--- src/rtl/alu_mp_seq.sv ---
// Multi-precision sequencer for the 8-bit alu: streams NBYTES-wide operands through
// the alu one byte per clock, LSB first, chaining carry/borrow between bytes.
module alu_mp_seq #(
  parameter int              NBYTES = 4,
  parameter int              AC_N   = 3,
  parameter logic [AC_N-1:0] AC_AD  = 3'd0,
  parameter logic [AC_N-1:0] AC_SB  = 3'd1,
  parameter logic [AC_N-1:0] AC_AN  = 3'd2,
  parameter logic [AC_N-1:0] AC_OR  = 3'd3,
  localparam int             W      = 8 * NBYTES
) (
  input  logic            clk,
  input  logic            rst_n,
  input  logic            start,
  input  logic [AC_N-1:0] op,
  input  logic            cin,
  input  logic [W-1:0]    opnd_a,
  input  logic [W-1:0]    opnd_b,
  output logic            busy,
  output logic            done,
  output logic [W-1:0]    result,
  output logic            zero,
  output logic            carry,
  output logic [AC_N-1:0] alu_cs,
  output logic [7:0]      alu_a,
  output logic [7:0]      alu_b,
  output logic            alu_cin,
  input  logic [7:0]      alu_s,
  input  logic            alu_zero,
  input  logic            alu_cout
);

  localparam int            IW       = (NBYTES > 1) ? $clog2(NBYTES) : 1;
  localparam logic [IW-1:0] LAST_IDX = IW'(NBYTES - 1);

  typedef enum logic [1:0] {
    IDLE = 2'd0,
    RUN  = 2'd1,
    FIN  = 2'd2
  } state_t;

  state_t        state;
  logic [IW-1:0] idx;
  logic [W-1:0]  a_rem;
  logic [W-1:0]  b_rem;
  logic          zero_acc;
  logic          carry_next;

  // Only add/subtract propagate a carry; every other opcode runs with carry forced to 0.
  function automatic logic is_arith(input logic [AC_N-1:0] code);
    return (code == AC_AD) || (code == AC_SB);
  endfunction

  // Carry that the current byte hands to the next one (and to the final report).
  always_comb begin
    carry_next = 1'b0;
    if (is_arith(alu_cs)) begin
      carry_next = alu_cout;
    end else begin
      carry_next = 1'b0;
    end
  end

  // Sequencer FSM; alu drive is registered so it holds the byte under evaluation.
  always_ff @(posedge clk or negedge rst_n) begin
    if (!rst_n) begin
      state    <= IDLE;
      idx      <= '0;
      a_rem    <= '0;
      b_rem    <= '0;
      zero_acc <= 1'b0;
      busy     <= 1'b0;
      done     <= 1'b0;
      result   <= '0;
      zero     <= 1'b0;
      carry    <= 1'b0;
      alu_cs   <= AC_AD;
      alu_a    <= 8'd0;
      alu_b    <= 8'd0;
      alu_cin  <= 1'b0;
    end else begin
      case (state)
        IDLE: begin
          done <= 1'b0;
          if (start) begin
            alu_cs   <= op;
            alu_a    <= opnd_a[7:0];
            alu_b    <= opnd_b[7:0];
            alu_cin  <= is_arith(op) ? cin : 1'b0;
            a_rem    <= opnd_a >> 8;
            b_rem    <= opnd_b >> 8;
            idx      <= '0;
            zero_acc <= 1'b1;
            busy     <= 1'b1;
            state    <= RUN;
          end
        end
        RUN: begin
          result[8*idx +: 8] <= alu_s;
          zero_acc <= zero_acc & alu_zero;
          alu_cin  <= carry_next;
          alu_a    <= a_rem[7:0];
          alu_b    <= b_rem[7:0];
          a_rem    <= a_rem >> 8;
          b_rem    <= b_rem >> 8;
          if (idx == LAST_IDX) begin
            busy  <= 1'b0;
            done  <= 1'b1;
            zero  <= zero_acc & alu_zero;
            carry <= carry_next;
            state <= FIN;
          end else begin
            idx <= idx + 1'b1;
          end
        end
        FIN: begin
          done  <= 1'b0;
          state <= IDLE;
        end
        default: begin
          busy  <= 1'b0;
          done  <= 1'b0;
          state <= IDLE;
        end
      endcase
    end
  end

endmodule

--- config.mk ---
export PLATFORM = sky130hd
export DESIGN_NAME = alu_mp_seq
export DESIGN_NICKNAME = d
export VERILOG_FILES = /design/src/rtl/alu_mp_seq.sv
export SDC_FILE = /design/constraint.sdc
export NUM_CORES = 1
export LEC_CHECK = 0
export BUFFER_PORTS_ARGS = -buffer_cell sky130_fd_sc_hd__buf_2
export CAP_MARGIN = 25
export CORE_UTILIZATION = 45
export CTS_BUF_LIST = sky130_fd_sc_hd__clkbuf_8
export DETAILED_ROUTE_END_ITERATION = 8
export GPL_ROUTABILITY_DRIVEN = 0
export PLACE_DENSITY = 0.83
export RECOVER_POWER = 50
export SKIP_CTS_REPAIR_TIMING = 1
export SLEW_MARGIN = 25
export SYNTH_ARGS = -nofsm -noshare
export SYNTH_HDL_FRONTEND = slang
export SYNTH_SLANG_ARGS = --single-unit
--- constraint.sdc ---
create_clock -name clk -period 1.9 [get_ports clk]
set_input_delay 0.19 -clock clk [delete_from_list [all_inputs] [get_ports clk]]
set_output_delay 0.19 -clock clk [all_outputs]
set_load 0.02 [all_outputs]
==> metrics.csv <==
metric;value;unit
cts_buffers;9;
fin_hold_ws;0.02324;ns
synth_edf_count;0;
die_w;103.0;µm
worstSkewPairLatency;0.38;ns
initial_core_util;46.76;%
ys_async_sr_fraction;100.0;%
firstDrtPassIters;4;
grt_pass1_vias;3107;
portBuffers;136;
grtUsageTotal;19.65;%
netlist.top_cell.by_area;dfrtp_1;
intPower;0.005747;W
synth_cell_types;26;
wire_per_inst;15.43;µm
die_area;10610;µm²
clk_pin_slew_worst_paths;0.12;ns
crit_start;idx[1]$_DFFE_PN0P_;
worstMarginPinSlew;0.9926;ns
synth_top_area_share;59.40;%
root_buffer;clkbuf_8;
worstPathRequired;2.23;ns
syn_to_final_growth;24.36;%
die_h;103.0;µm
syn-mean-instance-area;12.15;µm²
p_per_area;1733;nW/µm²
dp_hpwl;7301;µm
syn_area;4592;µm²
start_kind;flop;
num_antenna_cells;0;
synth-seq-cells;109;
grt_overflow;0;
finalSetupViolCount;0;
fin_nets;604;
fmax;0.5559;GHz
cp_max_fo;8;
cts.path.max_buffers;2;
drive_gt1_share;29.64;%
viasPerCell;5.209;
maxCapViolCount;0;
cts.sinks;109;
worstSetupPathType;flop to flop;
reg2reg_from;idx[1]$_DFFE_PN0P_;
antenna_found_initial;0;
cts_tree;done;
wl;10120;µm
hold_violations;0;
grt_max_degree;110;
outcome;complete, no violations;
post-route-drc-count;0;
synth_area_leaders;dfrtp_1, mux2i_1, a22o_1, o21ai_0, nand2_1;
relSlewSlack;33.83;%
core;9819;µm²
synth_ff_type;dfrtp_1;
seq_power_share;40.1;%
hold_path.class;input port to flop;
fillers;845;
pwr-share-comb;45.4;%
final_cells;656;
p_clk_share;14.5;%
yosys_warnings;0;
clock-skew-final;0.01877;ns
syn-instance-count;378;
grt_pass1_wl;15740;µm
drtIter0Drc;104;
period_share;94.67;%
min_from;opnd_a[28];
power_switching;0.004150;W
fin_util;58.15;%
switching_share;41.93;%
max-vdd-ir-drop;896.7;µV
ant_nets;0;
h-tree-depth;3;
syn-num-nets;464;
p_leak;2.876;nW
num_rows;36;
period_needed;1.799;ns
crit_path_end_kind;flop;
vias;3417;
io_pins;137;
cp.arrival;2.13;ns
yosysSeqAreaShare;59.40;%
maxSlewViolCount;0;
placedCellCount;637;
## cell usage after synthesis, types with 2 or more instances
master    number
nor3b_1        2
a22o_1        49
mux2_2         4
mux2i_1       48
nor2_1         9
ha_1           5
clkbuf_1      12
nand2_1       54
nor4_4         2
inv_1          4
nand3b_1       2
buf_4          5
nand3b_4       2
dfrtp_1      109
nand2b_1       4
o21ai_0       53
buf_2          5
## worst max-delay path, cell delays in order, from the launching register on
cell and delay, ns:
dfrtp_1 0.44, inv_1 0.13, ha_1 0.42, nand3b_4 0.15
nor4b_4 0.27, buf_4 0.20, a22o_1 0.14
## registers in the layout, indices dropped and copies added (netlist names), 2 cells and up
name    count
idx         2
state       2
alu_cs      3
alu_b       8
a_rem      24
result     32
alu_a       8
b_rem      24
## metal layers
layer | share of wire (%) | GRT usage (%) | up-vias | routed length [µm]
met4 | 1.7 | 5.634 | 0 | 170
met3 | 6.1 | 5.085 | 13 | 613
met1 | 44 | 25.38 | 1652 | 4454
li1 | - | - | 1638 | -
met5 | 0 | 0 | - | 0
met2 | 48 | 32.77 | 114 | 4882
## path summary, 6_finish.rpt
kind / to / slack (ns) / cells past startpoint
hold / removal: a_rem[20]$_DFFE_PN0P_ / 0.02 / 2
hold reg to reg: a_rem[4]$_DFFE_PN0P_ / 0.49 / 2
max in group asynchronous: result[26]$_DFFE_PN0P_ / 0.64 / 3
setup reg to reg: result[1]$_DFFE_PN0P_ / 0.10 / 6
min in group asynchronous: alu_a[4]$_DFFE_PN0P_ / 0.56 / 3
setup / recovery: result[1]$_DFFE_PN0P_ / 0.10 / 6
## layout by cell type, fill, tap and decap left out, drive strengths merged
cell	n
buf	124
nor3	2
clkinv	2
clkbuf	36
inv	9
o21ai	53
nor2b	1
mux2i	48
ha	5
dfrtp	109
nor2	9
a22o	49
o211ai	1
mux2	4
nand4b	1
o21bai	1
nor4b	1
nor4	2
nand2b	4
nand2	54
dlygate4sd3	1
nand3b	5
nor3b	2
## power groups by stage
| stage | clock, W | sequential, W | combinational, W |
|---|---|---|---|
| 5_1_grt | 0.00156 | 0.00411 | 0.00491 |
| 3_3_place_gp | 0 | 0.00396 | 0.00440 |
| 4_1_cts | 0.00147 | 0.00396 | 0.00459 |
| 2_1_floorplan | 0 | 0.00458 | 0.00250 |
| 6_report | 0.00143 | 0.00397 | 0.00450 |
| 3_5_place_dp | 0 | 0.00400 | 0.00459 |
## cells by family after synthesis
logic type                 share of synthesized area, %
AOI/OAI and AO/OA                                 15.45
buffers and inverters                             2.779
DFF                                               59.40
muxes                                             11.44
adders and majority gates                         1.362
and+or+nand+nor                                   9.564
## through the flow
stage	setup TNS [ns]	setup slack (ns)	cell area, µm²	power, W
floorplan	0	0.2063	4592	0.007073
finish	0	0.1012	5710	0.009897
global route	-0.1972	-0.03471	5710	0.01059
CTS	0	0.03633	5720	0.01003
detailed placement	0	0.06244	5513	0.008592
global placement	0	0.2200	5513	0.008360
## cell type report
type                       count  area [µm²]  share of cell area (%)
multi-input combinational    242        1767                   30.94
clock buffer                   9       123.9                   2.169
clock inverter                 7       83.83                   1.468
tap                          133       166.4                   2.914
sequential                   109        2728                   47.77
inverter                       4       15.01                  0.2629
timing repair buffer         152       827.0                   14.48
Note: power is estimated with default switching activity, not from simulation.
